===== src/rtl/pulse_pkg.sv =====
// Shared constants for the pulse-to-held-request converter: FSM encoding and parameter defaults.
package pulse_pkg;

  typedef logic [1:0] state_t;

  localparam state_t IDLE = 2'b00;
  localparam state_t HIGH = 2'b01;
  localparam state_t GAP  = 2'b10;

  localparam int DEF_CNT_WIDTH      = 4;
  localparam int DEF_MIN_HIGH       = 2;
  localparam int DEF_TIMEOUT_CYCLES = 255;

endpackage


===== src/rtl/pulse_req_hold_sat_updown_cnt.sv =====
// Saturating up/down counter; sat_hit_o flags an increment that was dropped at the ceiling.
module sat_updown_cnt #(
  parameter int WIDTH = 4
) (
  input  logic             clk_i,
  input  logic             rst_ni,
  input  logic             inc_i,
  input  logic             dec_i,
  output logic [WIDTH-1:0] count_o,
  output logic             sat_hit_o
);

  localparam logic [WIDTH-1:0] CNT_MAX = '1;

  logic [WIDTH-1:0] count_q, count_d;

  always_comb begin
    count_d = count_q;
    if (inc_i && !dec_i && count_q != CNT_MAX) begin
      count_d = count_q + WIDTH'(1);
    end else if (dec_i && !inc_i && count_q != '0) begin
      count_d = count_q - WIDTH'(1);
    end
  end

  // NOTE: sequential state uses non-blocking assignments only; reset is sampled on the clock edge.
  always_ff @(posedge clk_i) begin
    if (!rst_ni) begin
      count_q <= '0;
    end else begin
      count_q <= count_d;
    end
  end

  assign count_o   = count_q;
  assign sat_hit_o = inc_i && !dec_i && (count_q == CNT_MAX);

endmodule


===== src/rtl/pulse_req_hold.sv =====
// Turns single-cycle event pulses into a held request level released by ack, queueing extra pulses.
// Define PULSE_REQ_HOLD_TIMEOUT_EN to add TIMEOUT_CYCLES, the timeout_err output and a HIGH-state timeout.
module pulse_req_hold
  import pulse_pkg::*;
#(
  parameter int CNT_WIDTH = DEF_CNT_WIDTH,
`ifdef PULSE_REQ_HOLD_TIMEOUT_EN
  parameter int TIMEOUT_CYCLES = DEF_TIMEOUT_CYCLES,
`endif
  parameter int MIN_HIGH  = DEF_MIN_HIGH
) (
  input  logic                 CLK,
  input  logic                 RST,
  input  logic                 pulse_in,
  input  logic                 ack,
  output logic                 req_level,
  output logic [CNT_WIDTH-1:0] pending_cnt,
  output logic                 busy,
  output logic                 overflow
`ifdef PULSE_REQ_HOLD_TIMEOUT_EN
  ,
  output logic                 timeout_err
`endif
);

  localparam int HC_W = $clog2(MIN_HIGH + 1);
  localparam logic [HC_W-1:0] HC_LAST = HC_W'(MIN_HIGH - 1);
  localparam logic [HC_W-1:0] HC_MAX  = HC_W'(MIN_HIGH);

  state_t          state_q, state_d;
  logic            req_q;
  logic [HC_W-1:0] high_cnt_q, high_cnt_d;
  logic            ack_seen_q, ack_seen_d;
  logic            overflow_q;
  logic            q_inc, q_dec, sat_hit, pend_nz;
  logic            ack_any, timeout_hit, leave_high;

  sat_updown_cnt #(
    .WIDTH(CNT_WIDTH)
  ) u_pending (
    .clk_i    (CLK),
    .rst_ni   (RST),
    .inc_i    (q_inc),
    .dec_i    (q_dec),
    .count_o  (pending_cnt),
    .sat_hit_o(sat_hit)
  );

  assign pend_nz    = |pending_cnt;
  assign ack_any    = ack | ack_seen_q;
  // An ack or timeout only releases the request once the minimum high time has elapsed.
  assign leave_high = (state_q == HIGH) && (ack_any || timeout_hit) && (high_cnt_q >= HC_LAST);

`ifdef PULSE_REQ_HOLD_TIMEOUT_EN
  localparam int TO_W = $clog2(TIMEOUT_CYCLES + 1);
  localparam logic [TO_W-1:0] TO_LAST = TO_W'(TIMEOUT_CYCLES - 1);

  logic [TO_W-1:0] to_cnt_q, to_cnt_d;
  logic            terr_q;

  assign timeout_hit = (state_q == HIGH) && (to_cnt_q >= TO_LAST);

  always_comb begin
    to_cnt_d = '0;
    if (state_q == HIGH) begin
      to_cnt_d = (to_cnt_q == TO_LAST) ? to_cnt_q : to_cnt_q + TO_W'(1);
    end
  end

  always_ff @(posedge CLK) begin
    if (!RST) begin
      to_cnt_q <= '0;
      terr_q   <= 1'b0;
    end else begin
      to_cnt_q <= to_cnt_d;
      terr_q   <= leave_high && !ack_any;
    end
  end

  assign timeout_err = terr_q;
`else
  assign timeout_hit = 1'b0;
`endif

  // NOTE: every variable written here gets a default first, so no latch is inferred.
  always_comb begin
    state_d    = state_q;
    high_cnt_d = high_cnt_q;
    ack_seen_d = ack_seen_q;
    q_inc      = 1'b0;
    q_dec      = 1'b0;
    case (state_q)
      IDLE: begin
        if (pulse_in) begin
          state_d    = HIGH;
          high_cnt_d = '0;
          ack_seen_d = 1'b0;
        end
      end
      HIGH: begin
        q_inc = pulse_in;
        if (leave_high) begin
          state_d    = GAP;
          high_cnt_d = '0;
          ack_seen_d = 1'b0;
        end else begin
          if (high_cnt_q != HC_MAX) high_cnt_d = high_cnt_q + HC_W'(1);
          if (ack) ack_seen_d = 1'b1;
        end
      end
      GAP: begin
        if (pend_nz) begin
          state_d = HIGH;
          q_dec   = 1'b1;
          q_inc   = pulse_in;
        end else if (pulse_in) begin
          state_d = HIGH;
        end else begin
          state_d = IDLE;
        end
      end
      default: state_d = IDLE;
    endcase
  end

  always_ff @(posedge CLK) begin
    if (!RST) begin
      state_q    <= IDLE;
      req_q      <= 1'b0;
      high_cnt_q <= '0;
      ack_seen_q <= 1'b0;
      overflow_q <= 1'b0;
    end else begin
      state_q    <= state_d;
      req_q      <= (state_d == HIGH);
      high_cnt_q <= high_cnt_d;
      ack_seen_q <= ack_seen_d;
      overflow_q <= overflow_q | sat_hit;
    end
  end

  assign req_level = req_q;
  assign busy      = (state_q != IDLE) || pend_nz;
  assign overflow  = overflow_q;

endmodule


===== config.mk =====
export PLATFORM = sky130hd
export DESIGN_NAME = pulse_req_hold
export DESIGN_NICKNAME = d
export VERILOG_FILES = /design/src/rtl/pulse_pkg.sv /design/src/rtl/pulse_req_hold_sat_updown_cnt.sv /design/src/rtl/pulse_req_hold.sv
export SDC_FILE = /design/constraint.sdc
export NUM_CORES = 1
export LEC_CHECK = 0
export BUFFER_PORTS_ARGS = -buffer_cell sky130_fd_sc_hd__buf_2
export CAP_MARGIN = 20
export CORE_MARGIN = 2
export CORE_UTILIZATION = 54
export CTS_CLUSTER_DIAMETER = 80
export DETAILED_ROUTE_END_ITERATION = 8
export GPL_TIMING_DRIVEN = 0
export PLACE_DENSITY = 0.76
export SKIP_CTS_REPAIR_TIMING = 1
export SLEW_MARGIN = 15
export SYNTH_ARGS = -nofsm -noshare
export SYNTH_HDL_FRONTEND = slang
export SYNTH_SLANG_ARGS = --single-unit
export TNS_END_PERCENT = 30

===== constraint.sdc =====
create_clock -name CLK -period 3.3 [get_ports CLK]
set_input_delay 0.495 -clock CLK [delete_from_list [all_inputs] [get_ports CLK]]
set_output_delay 0.495 -clock CLK [all_outputs]
set_load 0.02 [all_outputs]

==> qor.json, run 1 <==
{
  "classification_of_the_worst_slack_hold_path": "reg2reg",
  "drt_pass1_iterations": 4,
  "tritoncts": "yes",
  "drc": 0,
  "detailed_place_hpwl_um": 1000,
  "first_global_vias": 520,
  "synthDominantCellAreaShare_pct": 29.8,
  "final.setup.tns_ns": 0,
  "fp.dieH_um": 41.0,
  "syn-instance-count": 82,
  "placement.io_buffers": 10,
  "synth_top_family_by_area": "compound AO/OA/AOI/OAI gates",
  "max-vdd-ir-drop_v": 0.000241,
  "io_pins": 11,
  "gp_congestion": 0.702,
  "critical_path_peak_fanout": 8,
  "row_count": 13,
  "antenna_violating_nets_post_route": 0,
  "cts_sinks": 11,
  "globalRoute.totalOverflow": 0,
  "detailedRoute.firstIterationViolations": 21,
  "number_of_buffers_created_by_cts": 3,
  "p_per_area_nw_per_um2": 353,
  "muxShareOfSynthArea_pct": 2.71,
  "grt_start_max_net_pins": 11,
  "die_area_um2": 1680,
  "p_leak_nw": 0.381,
  "layout-drive-gt1-share_pct": 16.7,
  "synth.lib_cells_used.distinct": 34,
  "syn-mean-instance-area_um2": 9.00,
  "max_cap_viol_count": 0,
  "ffs_latches_synth": 11,
  "clk_pin_slew_worst_paths_ns": 0.07,
  "netlist_area_um2": 738,
  "clk-insertion-delay-late_ns": 0.27,
  "fp.dieW_um": 41.0,
  "sequential_fraction_of_the_synthesis_area_pct": 29.8,
  "via_count": 624,
  "report.final.slew_viol_count": 0,
  "synth-warning-count": 0,
  "final.setup_skew_ns": 0.00530,
  "wl_met2_um": 600,
  "status": "finished clean",
  "route.layer.met1.wl_um": 638,
  "timing.fmax_mhz": 386,
  "hold_violations_final": 0,
  "yosys.area_share.xor_xnor_pct": 2.37,
  "vias_per_cell": 5.62,
  "final_min_period_over_clock_period_pct": 78.5,
  "final.hold.worst_slack_ns": 0.459,
  "maxUsedRoutingLayer": "met4",
  "cts.root.buffer_cell": "clkbuf_4",
  "synth_largest_area_cell": "dfxtp_1",
  "critical_path_data_arrival_time_ns": 2.78,
  "fill_cells": 117,
  "routedWlPerCell_um": 11.9,
  "fin_nets": 110,
  "grt_setup_unrepaired": "no",
  "setup_viol": 0,
  "antenna_cells_inserted": 0,
  "starting_density_of_the_core_pct": 57.4,
  "startpoint_type": "flip-flop",
  "met3_length_um": 72,
  "area_fraction_in_compound_gates_after_synthesis_pct": 24.7,
  "design.core.area_um2": 1280,
  "timing.final.crit_period_ns": 2.59,
  "synth.net_count": 95,
  "yosys.area_share.simple_pct": 20.5,
  "grt_antenna_before_repair": 0,
  "worst-setup-path-type": "reg2reg",
  "area.growth.synth_to_final_pct": 12.9,
  "maxSlewHeadroom_pct": 70.3,
  "clk_path_buf_depth": 2,
  "synthAdderAreaFrac_pct": 16.3,
  "detail_route.wirelength_um": 1320,
  "ctsHtreeMaxLevel": 1,
  "grt_usage_pct": 20.0,
  "first_pass_grt_wire_length_um": 2090,
  "synthTopCellsByArea": "dfxtp_1 (30%), ha_1 (14%), a21oi_1 (5.4%)",
  "required_time_at_the_endpoint_of_the_critical_path_ns": 3.49,
  "critPathCaptureType": "flip-flop",
  "max_slew.worst_pin.slew_ns": 0.444
}
Yosys cell counts (all sizes together):
cell type  number
or3b            1
ha              8
a32oi           1
nor3            1
o21ai           3
o41ai           1
a31oi           2
nand4           1
a21oi           8
and3b           1
xor2            1
and2            2
nand2b          2
mux2i           2
a21boi          1
nand2           9
or4             1
dfxtp          11
o21a            1
xnor2           1
clkbuf          1
fa              1
nor3b           1
a211oi          1
and3            1
o211a           1
o22ai           2
o211ai          1
nor2            2
nor4            1
inv             6
nand3           5
o21bai          1
power breakdown:
group | internal (W) | switching, W | leakage (nW)
logic | 0.0000246 | 0.0000354 | 0.277
registers | 0.000138 | 0.00000593 | 0.0895
clock network | 0.0000468 | 0.0000428 | 0.0150
total | 0.000210 | 0.0000841 | 0.381
cells by family after synthesis:
| group | Yosys count |
|---|---|
| compound gates | 23 |
| xor+xnor | 2 |
| fa+ha+maj | 9 |
| buf+inv | 7 |
| flops | 11 |
| mux | 2 |
| simple gates | 28 |
final timing paths:
path                        startpoint              endpoint  slack, ns  depth (start not counted)
setup / recovery  u_pending.count_o[0]  u_pending.count_o[3]       0.71                          7
setup reg to reg  u_pending.count_o[0]  u_pending.count_o[3]       0.71                          7
hold reg to reg               overflow              overflow       0.46                          1
hold / removal                overflow              overflow       0.46                          1
critical path: stages, from the launching register on:
cell	delay [ns]
dfxtp_1	0.43
o41ai_4	0.53
nand3_1	0.29
ha_1	0.40
a21oi_1	0.24
and2_1	0.18
or3b_1	0.35
o211ai_1	0.09
cell usage in the layout (no fill, tap or decap):
cell type,synthesis,layout
nor4_1,1,1
xor2_1,1,1
fa_1,1,1
clkbuf_4,0,3
nand2b_1,2,2
o21ai_0,2,2
or3b_1,1,1
o21ai_1,1,1
dfxtp_1,11,11
a21boi_0,1,1
o22ai_1,2,2
mux2i_1,2,2
buf_2,0,10
nand4_1,1,1
o21a_1,1,1
nand2_1,9,9
xnor2_1,1,1
ha_1,8,8
and2_1,2,2
and3_1,1,1
a32oi_4,1,1
nor3b_1,1,1
or4_4,1,1
inv_1,6,6
o21bai_1,1,1
and3b_1,1,1
a31oi_1,2,2
o41ai_4,1,1
o211ai_1,1,1
nor2_1,2,2
clkbuf_1,1,2
o211a_1,1,1
a211oi_1,1,1
nand3_1,5,5
nor3_1,1,1
a21oi_1,8,8
layer usage:
| layer | track usage, % | up-vias |
|---|---|---|
| met4 | 7.50 | 0 |
| li1 | - | 329 |
| met1 | 24.5 | 279 |
| met2 | 29.7 | 14 |
| met3 | 9.78 | 2 |
| met5 | 0 | - |
metrics by stage:
stage | cells | total power (W) | worst slack [ns] | utilization (%) | area [µm²]
after floorplan | 82 | 0.000191 | 0.921 | - | 738
after global placement | 107 | 0.000205 | 0.783 | 62.8 | 807
after detailed placement | 107 | 0.000207 | 0.727 | 62.8 | 807
after CTS | 111 | 0.000299 | 0.707 | 64.8 | 833
after global routing | 111 | 0.000313 | 0.497 | 64.8 | 833
final | 111 | 0.000294 | 0.709 | 64.8 | 833
final cells by class:
cell class	instances	area [µm²]	area share, %
buffer	1	3.75	0.450
clock buffer	4	26.3	3.15
inverter	6	22.5	2.70
multi-input combinational	64	492	59.0
sequential	11	220	26.4
tap	15	18.8	2.25
timing repair buffer	10	50.0	6.01
registers in the layout, indices dropped and copies added (netlist names):
name and cells:
u_pending.count_o 4, high_cnt_q 2, state_q 2, overflow 1, req_level 1, ack_seen_q 1
Note: power is estimated with default switching activity, not from simulation.
==> run 2, diff against run 1 <==
- ABC_AREA: unset -> 1
- CORE_AREA: unset -> 2 2 39 41
- CORE_MARGIN: 2 -> unset
- CORE_UTILIZATION: 54 -> unset
- DIE_AREA: unset -> 0 0 41 43
- PLACE_DENSITY: 0.76 -> 0.73
- clock period: 3.3 -> 2.6 ns (I/O delays scaled with it)
==> qor.json, run 2 <==
{
  "status": {"value": "finished clean", "change": "unchanged"},
  "post-layout-total-power": {"value": 0.000458, "unit": "W", "change": "was 0.000294 W"},
  "required_time_at_the_endpoint_of_the_critical_path": {"value": 2.76, "unit": "ns", "change": "was 3.49 ns"},
  "synthFlopType": {"value": "dfxtp_1", "change": "unchanged"},
  "design.core.area": {"value": 1380, "unit": "µm²", "change": "was 1280 µm²"},
  "max_cap_viol_count": {"value": 0, "change": "unchanged"},
  "final_common_cell": {"value": "nor2_1", "change": "was dfxtp_1"},
  "cts_sinks": {"value": 11, "change": "unchanged"},
  "starting_density_of_the_core": {"value": 49.3, "unit": "%", "change": "was 57.4%"},
  "synthTopCellsByArea": {"value": "dfxtp_1 (32%), ha_1 (15%), nor2_1 (9.4%)", "change": "was dfxtp_1 (30%), ha_1 (14%), a21oi_1 (5.4%)"},
  "clk-insertion-delay-late": {"value": 0.27, "unit": "ns", "change": "about the same"},
  "routedWlPerCell": {"value": 10.1, "unit": "µm", "change": "was 11.9 µm"},
  "classification_of_the_worst_slack_hold_path": {"value": "in2reg", "change": "was reg2reg"},
  "via_count": {"value": 630, "change": "was 624"},
  "max-vdd-ir-drop": {"value": 0.000328, "unit": "V", "change": "was 0.000241 V"},
  "fp.dieW": {"value": 41, "unit": "µm", "change": "was 41.0 µm"},
  "grt_usage": {"value": 17.0, "unit": "%", "change": "was 20.0%"},
  "synth.net_count": {"value": 107, "change": "was 95"},
  "synth.lib_cells_used.distinct": {"value": 20, "change": "was 34"},
  "final_min_period_over_clock_period": {"value": 85.9, "unit": "%", "change": "was 78.5%"},
  "syn-instance-count": {"value": 94, "change": "was 82"},
  "io_pins": {"value": 11, "change": "unchanged"},
  "cts.root.buffer_cell": {"value": "clkbuf_4", "change": "unchanged"},
  "hold_violations_final": {"value": 0, "change": "unchanged"},
  "timing.final.crit_period": {"value": 2.23, "unit": "ns", "change": "was 2.59 ns"},
  "area.growth.synth_to_final": {"value": 14.1, "unit": "%", "change": "was 12.9%"},
  "synth_most_common_cell": {"value": "nor2_1", "change": "was dfxtp_1"},
  "first_global_vias": {"value": 550, "change": "was 520"},
  "clk_path_buf_depth": {"value": 2, "change": "unchanged"},
  "sequential_fraction_of_the_synthesis_area": {"value": 32.3, "unit": "%", "change": "was 29.8%"},
  "syn-mean-instance-area": {"value": 7.25, "unit": "µm²", "change": "was 9.00 µm²"},
  "report.final.slew_viol_count": {"value": 0, "change": "unchanged"},
  "globalRoute.totalOverflow": {"value": 0, "change": "unchanged"},
  "synth_largest_area_cell": {"value": "dfxtp_1", "change": "unchanged"},
  "clk_pin_slew_worst_paths": {"value": 0.08, "unit": "ns", "change": "was 0.07 ns"},
  "grt_antenna_before_repair": {"value": 0, "change": "unchanged"},
  "drt_pass1_iterations": {"value": 4, "change": "unchanged"},
  "p_leak": {"value": 0.397, "unit": "nW", "change": "was 0.381 nW"},
  "final.setup_skew": {"value": 0.00744, "unit": "ns", "change": "was 0.00530 ns"},
  "critPathCaptureType": {"value": "flip-flop", "change": "unchanged"},
  "critical_path_data_arrival_time": {"value": 2.40, "unit": "ns", "change": "was 2.78 ns"},
  "fp.dieH": {"value": 43, "unit": "µm", "change": "was 41.0 µm"},
  "die_area": {"value": 1760, "unit": "µm²", "change": "was 1680 µm²"},
  "maxSlewHeadroom": {"value": 80.3, "unit": "%", "change": "was 70.3%"},
  "row_count": {"value": 14, "change": "was 13"},
  "final.setup.tns": {"value": 0, "unit": "ns", "change": "unchanged"},
  "synth-warning-count": {"value": 0, "change": "unchanged"},
  "startpoint_type": {"value": "flip-flop", "change": "unchanged"},
  "worst-setup-path-type": {"value": "reg2reg", "change": "unchanged"},
  "antenna_cells_inserted": {"value": 0, "change": "unchanged"},
  "setup.reg_to_reg.worst_slack": {"value": 0.37, "unit": "ns", "change": "was 0.71 ns"},
  "drc": {"value": 0, "change": "unchanged"},
  "fin_nets": {"value": 122, "change": "was 110"},
  "vias_per_cell": {"value": 5.08, "change": "was 5.62"},
  "grt_start_max_net_pins": {"value": 9, "change": "was 11"},
  "timing.fmax": {"value": 448, "unit": "MHz", "change": "was 386 MHz"},
  "critical_path_peak_fanout": {"value": 5, "change": "was 8"},
  "placement.io_buffers": {"value": 10, "change": "unchanged"},
  "grt_setup_unrepaired": {"value": "no", "change": "unchanged"},
  "largest_register_ffs": {"value": 4, "change": "unchanged"},
  "synth_enable_flop_cells": {"value": 0, "change": "unchanged"},
  "postSynth.asyncResetShare": {"value": 0, "unit": "%", "change": "unchanged"},
  "tritoncts": {"value": "yes", "change": "unchanged"},
  "netlist_area": {"value": 682, "unit": "µm²", "change": "was 738 µm²"},
  "detailedRoute.firstIterationViolations": {"value": 5, "change": "was 21"},
  "setup_viol": {"value": 0, "change": "unchanged"},
  "detail_route.wirelength": {"value": 1260, "unit": "µm", "change": "was 1320 µm"},
  "gp_congestion": {"value": 0.854, "change": "was 0.702"},
  "antenna_violating_nets_post_route": {"value": 0, "change": "unchanged"},
  "layout-drive-gt1-share": {"value": 16.7, "unit": "%", "change": "unchanged"},
  "number_of_buffers_created_by_cts": {"value": 3, "change": "unchanged"},
  "max_slew.worst_pin.slew": {"value": 0.295, "unit": "ns", "change": "was 0.444 ns"},
  "synth_top_cells_by_count": {"value": "nor2_1 (17), inv_1 (15), nand2_1 (13)", "change": "was dfxtp_1 (11), nand2_1 (9), a21oi_1 (8), ha_1 (8), inv_1 (6)"},
  "mostFrequentLayoutCells": {"value": "nor2_1 (17), inv_1 (15), nand2_1 (13)", "change": "was dfxtp_1 (11), buf_2 (10), nand2_1 (9)"},
  "first_pass_grt_wire_length": {"value": 2050, "unit": "µm", "change": "was 2090 µm"},
  "detailed_place_hpwl": {"value": 1010, "unit": "µm", "change": "was 1000 µm"},
  "p_per_area": {"value": 588, "unit": "nW/µm²", "change": "was 353 nW/µm²"},
  "synthDominantCellAreaShare": {"value": 32.3, "unit": "%", "change": "was 29.8%"},
  "ffs_latches_synth": {"value": 11, "change": "unchanged"},
  "ctsHtreeMaxLevel": {"value": 1, "change": "unchanged"}
}
## run 2: cell types whose count changed in the layout (fill, tap and decap cells not counted), moves of 2 or more
| cell | before | now |
|---|---|---|
| a21oi_1 | 8 | 2 |
| nand2_2 | 0 | 3 |
| o21ai_0 | 2 | 6 |
| nand2b_1 | 2 | 0 |
| mux2i_1 | 2 | 0 |
| o22ai_1 | 2 | 0 |
| nand2_1 | 9 | 13 |
| nand3_1 | 5 | 7 |
| inv_1 | 6 | 15 |
| a31oi_1 | 2 | 0 |
| and2_1 | 2 | 0 |
| nor2_1 | 2 | 17 |
## run 2: cell type report
| class | instances | area (µm²) |
|---|---|---|
| clock buffer | 4 | 26.3 |
| fill | 147 | 606 |
| inverter | 16 | 60.1 |
| multi-input combinational | 67 | 402 |
| sequential | 11 | 220 |
| tap | 16 | 20.0 |
| timing repair buffer | 10 | 50.0 |
## run 2: cells by family after synthesis
logic type | synth area share, %
DFF | 32.3
and+or+nand+nor | 29.5
adders and majority gates | 17.6
buffers and inverters | 8.81
AOI/OAI and AO/OA | 9.18
xor gates and xnor gates | 2.57
## run 2: power breakdown
| part | total, W | internal [W] | switching (W) |
|---|---|---|---|
| registers | 0.000201 | 0.000186 | 0.0000143 |
| clock network | 0.000120 | 0.0000595 | 0.0000603 |
| logic | 0.000138 | 0.0000527 | 0.0000848 |
| total | 0.000458 | 0.000298 | 0.000159 |
## run 2: worst max-delay path, cell delays in order (launching register included)
cell,delay (ns)
dfxtp_1,0.41
inv_1,0.09
ha_1,0.28
nand2_1,0.07
nor2_1,0.21
nand3_2,0.18
ha_1,0.37
nand3_1,0.09
nand3_1,0.11
nand4_1,0.11
a21oi_1,0.15
nor2_1,0.06
## run 2: path summary, 6_finish.rpt
kind	to	cells after the start	from
max reg2reg	u_pending.count_o[3]	11	state_q[0]
min	u_pending.count_o[3]	3	RST
min reg2reg	overflow	1	overflow
max	u_pending.count_o[3]	11	state_q[0]
## run 2: per-layer routing
layer,global-route usage [%],up-vias,part of all wire [%]
met3,3.14,4,2.6
met2,27.8,12,50
met5,0,-,0
met1,19.0,288,45
li1,-,326,-
met4,10.0,0,2.3
## run 2: stage by stage
step	setup WS, ns	std cells	area (µm²)	utilization (%)	hold WS, ns
after floorplan	0.638	94	682	-	0.494
after global placement	0.499	120	752	54.3	0.447
after detailed placement	0.404	120	752	54.3	0.453
after CTS	0.376	124	778	56.2	0.427
after global routing	0.122	124	778	56.2	0.455
final	0.368	124	778	56.2	0.429
